===== src/rtl/fft_pkg.sv =====
// Constants, the complex sample type and bit-reversal helper shared by the
// FFT core and its input/output buffers.
package fft_pkg;

    localparam int FFT_N      = 16;
    localparam int FFT_WIDTH  = 16;
    localparam int FFT_ADDR_W = 4;

    typedef struct packed {
        logic signed [FFT_WIDTH-1:0] re;
        logic signed [FFT_WIDTH-1:0] im;
    } cplx_t;

    // Reverse the low w bits of idx; bits at and above w are discarded.
    function automatic int unsigned bitrev(input int unsigned idx, input int w);
        int unsigned r;
        r = 0;
        for (int b = 0; b < 32; b++) begin
            if (b < w) begin
                r = r | (((idx >> b) & 32'd1) << (w - 1 - b));
            end
        end
        return r;
    endfunction

endpackage


===== src/rtl/fft_output_buffer.sv =====
// Parallel-in, serial-out result buffer for the FFT: captures all bins at once
// and streams them out one per valid/ready transfer, optionally unscrambling
// bit-reversed order.
module fft_output_buffer
    import fft_pkg::*;
#(
    parameter int N      = FFT_N,
    parameter int WIDTH  = FFT_WIDTH,
    parameter bit BITREV = 1'b1,
    localparam int ADDR_W = $clog2(N)
) (
    input  logic                 clk,
    input  logic                 rst,
    input  logic                 capture,
    input  logic [N*WIDTH-1:0]   yr_flat,
    input  logic [N*WIDTH-1:0]   yi_flat,
    output logic                 busy,
    output logic                 out_valid,
    input  logic                 out_ready,
    output logic [ADDR_W-1:0]    out_addr,
    output logic [WIDTH-1:0]     yr_out,
    output logic [WIDTH-1:0]     yi_out,
    output logic                 out_last,
    output logic                 drop
);

    // Handshake: a word moves on a rising edge with out_valid & out_ready;
    // while out_ready is low the word and out_valid hold, and out_valid only
    // falls after the final word of a frame has been transferred.

    typedef enum logic {
        IDLE   = 1'b0,
        STREAM = 1'b1
    } state_t;

    state_t             state;
    logic [ADDR_W-1:0]  cnt;
    logic [WIDTH-1:0]   yr_mem [N];
    logic [WIDTH-1:0]   yi_mem [N];

    logic               xfer;
    logic               at_last;
    logic [ADDR_W-1:0]  rd_idx;

    assign at_last = (cnt == ADDR_W'(N - 1));
    assign xfer    = (state == STREAM) && out_ready;
    assign rd_idx  = BITREV ? ADDR_W'(bitrev(32'(cnt), ADDR_W)) : cnt;

    assign busy      = (state == STREAM);
    assign out_valid = (state == STREAM);
    assign out_last  = (state == STREAM) && at_last;
    assign out_addr  = cnt;
    assign yr_out    = yr_mem[rd_idx];
    assign yi_out    = yi_mem[rd_idx];

    always_ff @(posedge clk or posedge rst) begin
        if (rst) begin
            state <= IDLE;
            cnt   <= '0;
            drop  <= 1'b0;
            for (int k = 0; k < N; k++) begin
                yr_mem[k] <= '0;
                yi_mem[k] <= '0;
            end
        end else begin
            drop <= 1'b0;
            case (state)
                IDLE: begin
                    if (capture) begin
                        for (int k = 0; k < N; k++) begin
                            yr_mem[k] <= yr_flat[k*WIDTH +: WIDTH];
                            yi_mem[k] <= yi_flat[k*WIDTH +: WIDTH];
                        end
                        cnt   <= '0;
                        state <= STREAM;
                    end
                end
                STREAM: begin
                    // A capture only lands when it coincides with the final transfer.
                    if (capture && !(xfer && at_last)) begin
                        drop <= 1'b1;
                    end
                    if (xfer) begin
                        if (at_last) begin
                            cnt <= '0;
                            if (capture) begin
                                for (int k = 0; k < N; k++) begin
                                    yr_mem[k] <= yr_flat[k*WIDTH +: WIDTH];
                                    yi_mem[k] <= yi_flat[k*WIDTH +: WIDTH];
                                end
                            end else begin
                                state <= IDLE;
                            end
                        end else begin
                            cnt <= cnt + 1'b1;
                        end
                    end
                end
                default: begin
                    state <= IDLE;
                    cnt   <= '0;
                end
            endcase
        end
    end

endmodule


===== config.mk =====
export PLATFORM = sky130hd
export DESIGN_NAME = fft_output_buffer
export DESIGN_NICKNAME = d
export VERILOG_FILES = /design/src/rtl/fft_pkg.sv /design/src/rtl/fft_output_buffer.sv
export SDC_FILE = /design/constraint.sdc
export NUM_CORES = 1
export LEC_CHECK = 0
export BUFFER_PORTS_ARGS = -buffer_cell sky130_fd_sc_hd__clkbuf_2
export CORE_MARGIN = 4
export CORE_UTILIZATION = 35
export DETAILED_ROUTE_END_ITERATION = 6
export PLACE_DENSITY = 0.57
export SLEW_MARGIN = 20
export SYNTH_ARGS = -nofsm -noshare
export SYNTH_HDL_FRONTEND = slang
export SYNTH_SLANG_ARGS = --single-unit
export TNS_END_PERCENT = 10

===== constraint.sdc =====
create_clock -name clk -period 26.2 [get_ports clk]
set_input_delay 1.31 -clock clk [delete_from_list [all_inputs] [get_ports clk]]
set_output_delay 1.31 -clock clk [all_outputs]
set_load 0.1 [all_outputs]

==> flow_metrics.tcl <==
set metrics [dict create \
    antenna_found_initial 31 \
    drive_above_1_share 0.638 \
    place.gp.congestion 0.799 \
    numPortBuffers 555 \
    powerDensity_mw_per_mm2 136 \
    antenna_left 0 \
    crit_chain "nand2_2 -> o21ai_2 -> and2_4 -> buf_4 -> buf_4 -> buf_4 -> buf_6 -> mux2_4" \
    core.rowCount 99 \
    fin_area_mm2 0.0308 \
    cp-start-kind "flip-flop" \
    syn_area_mm2 0.0259 \
    syn_to_final_growth_pct 18.9 \
    setup_tns_ns 0 \
    synth_warnings 0 \
    path_clk_slew_ns 0.06 \
    dp_hpwl_mm 52.6 \
    cpMaxStageDelayCell "buf_4" \
    synth_top_area_cell "dfrtp_1" \
    synth.net_count 2012 \
    grt_overflow 0 \
    crit_type "flip-flop to flip-flop" \
    status "completed" \
    path_delay_family "buffers and inverters" \
    final_common_cell "clkbuf_2" \
    cts.hold.buffers_added 0 \
    cpMostUsedCell "buf_4" \
    cts_buffers 60 \
    min_from "yr_mem[10]" \
    reg2reg_from "out_addr[3]" \
    maxSlewViolCount 0 \
    clock_path_buffers 3 \
    maxCapViolCount 0 \
    clock_latency_ns 0.60 \
    crit_path_end_kind "flip-flop" \
    wire_per_inst_um 24.3 \
    core_area_mm2 0.0731 \
    ys_seq_area_frac 0.501 \
    rsz0062_at_grt "no" \
    finalCritPeriodShare 0.255 \
    fin_hold_ws_ns 0.500 \
    placed_area_mm2 0.0287 \
    ys_seq_elements 518 \
    rr_endpoint "yi_mem[193]" \
    cts.sinks 518 \
    grt_pass1_wl_mm 110 \
    routed_wirelength_mm 74.2 \
    cp_data_required_time_ns 26.68 \
    cp_data_arrival_time_ns 7.18 \
    fin_util 0.421 \
    hold_path_class "flip-flop to flip-flop" \
    critPathMaxStageDelay_ns 0.98 \
    start_util 0.354 \
    p_leak_uw 0.0146 \
    synthCells 1495 \
    post_cts_resize_count 0 \
    syn_avg_cell_area_um2 17.3 \
    drtIter0Drc 867 \
    max-vdd-ir-drop_v 0.000110 \
    setup_viol 0 \
    period_needed_ns 6.69 \
    worst_pin_slew_ns 1.22 \
    seq_area_mm2 0.0130 \
    boundaryPins 556 \
    die_area_mm2 0.0784 \
    synth_top_area_frac 0.501 \
    grt_pass1_vias 16800 \
    ctsRootBufferMaster "clkbuf_16" \
    synth_cell_types 27 \
    min_to "yr_mem[10]" \
    multiInputGateArea_mm2 0.0116 \
    hold_viol_final 0 \
    synth.area.top_cells "dfrtp_1, mux2_4, mux4_2" \
    fin_worst_skew_ns 0.0103 \
    cp_num_buf_inv 4 \
    n_fill_cell 6726 \
    htreeDepth 2 \
    layout_common_cells "clkbuf_2, dfrtp_1, mux2_4, mux2_2, mux2i_1" \
    cts_tree "yes" \
    firstDrtPassIters 4 \
    holdPathStages 1 \
    max_freq_mhz 149 \
    num_vias 14900 \
    path_max_fanout 62 \
    grtUsageTotal 0.184 \
    r2r_cells 8 \
    die_y_um 280 \
    die_width_um 280 \
    grt_max_degree 162 \
    worst-r2r-setup-slack_ns 19.51 \
    via_per_inst 4.90 \
    relSlewSlack 0.187 \
    postCtsSetupBuffers 0 \
    fin_nets 2536 \
    drc_errors 0 \
]
## where the power goes
part / internal (µW) / switching (µW) / total, µW
combinational: 914 / 984 / 1900
clock: 498 / 337 / 835
sequential: 1190 / 264 / 1450
## synthesized netlist by cell type
library cell,instances
a21o_1,32
a21oi_1,2
a221oi_1,32
a22o_1,32
a32o_1,2
and2_4,1
buf_12,54
buf_2,15
buf_4,11
buf_6,2
clkbuf_1,31
dfrtp_1,518
ha_1,1
inv_1,4
mux2_2,96
mux2_4,480
mux2i_1,65
mux4_2,64
nand2_1,5
nand2_2,1
nand2b_1,1
nand3_1,2
nor2_1,6
nor2b_1,1
o21ai_0,3
o21ai_2,1
o22ai_1,33
## logic make-up after synthesis
group | Yosys count | synth area share
muxes | 705 | 0.401
DFF | 518 | 0.501
AOI/OAI and AO/OA | 137 | 0.0410
buffers and inverters | 117 | 0.0538
and+or+nand+nor | 17 | 0.00305
adders and majority gates | 1 | 0.000483
## per-layer routing
metal  share of wire  vias up  global-route usage
met5         0.00096        -                   0
met4           0.024       12              0.0634
met3           0.053      108              0.0411
met2            0.48      379               0.295
met1            0.44     7777               0.248
li1                -     6664                   -
## sequential cells by signal, indices dropped and copies added, names as in the netlist
signal / flops
yi_mem: 256
yr_mem: 256
out_addr: 4
busy: 1
drop: 1
## area by class of cell
type                            instances  share of cell area
Antenna cell                           24             0.00195
Timing Repair Buffer                  575              0.0969
Inverter                                4            0.000732
Clock buffer                           98              0.0600
Clock inverter                         13             0.00435
Sequential cell                       518               0.421
Tap cell                              959              0.0390
Multi-Input combinational cell        860               0.376
## worst max-delay path by stage
stage                            from  depth (start not counted)     endpoint  slack [ns]
after floorplan                   rst                          1         busy       10.42
after global placement    out_addr[3]                          8  yi_mem[130]       18.71
after detailed placement  out_addr[3]                          8  yi_mem[193]       19.08
after CTS                 out_addr[3]                          8  yi_mem[244]       19.05
after global routing      out_addr[3]                          8  yi_mem[193]       19.01
final                     out_addr[3]                          8  yi_mem[193]       19.51
## worst register-to-register path: stages, from the launching register on
cell     delay, ns
dfrtp_4       0.97
nand2_2       0.83
o21ai_2       0.40
and2_4        0.65
buf_4         0.60
buf_4         0.96
buf_4         1.01
buf_6         0.75
mux2_4        0.41
## metrics by stage
step | worst slack [ns] | instances | power, µW
after floorplan | 10.42 | 1495 | 2900
final | 19.51 | 3051 | 4180
after global routing | 19.01 | 3049 | 4390
after global placement | 18.71 | 2914 | 3320
after detailed placement | 19.08 | 2915 | 3360
after CTS | 19.05 | 3026 | 4230
Power figures use the tool's default switching activity.
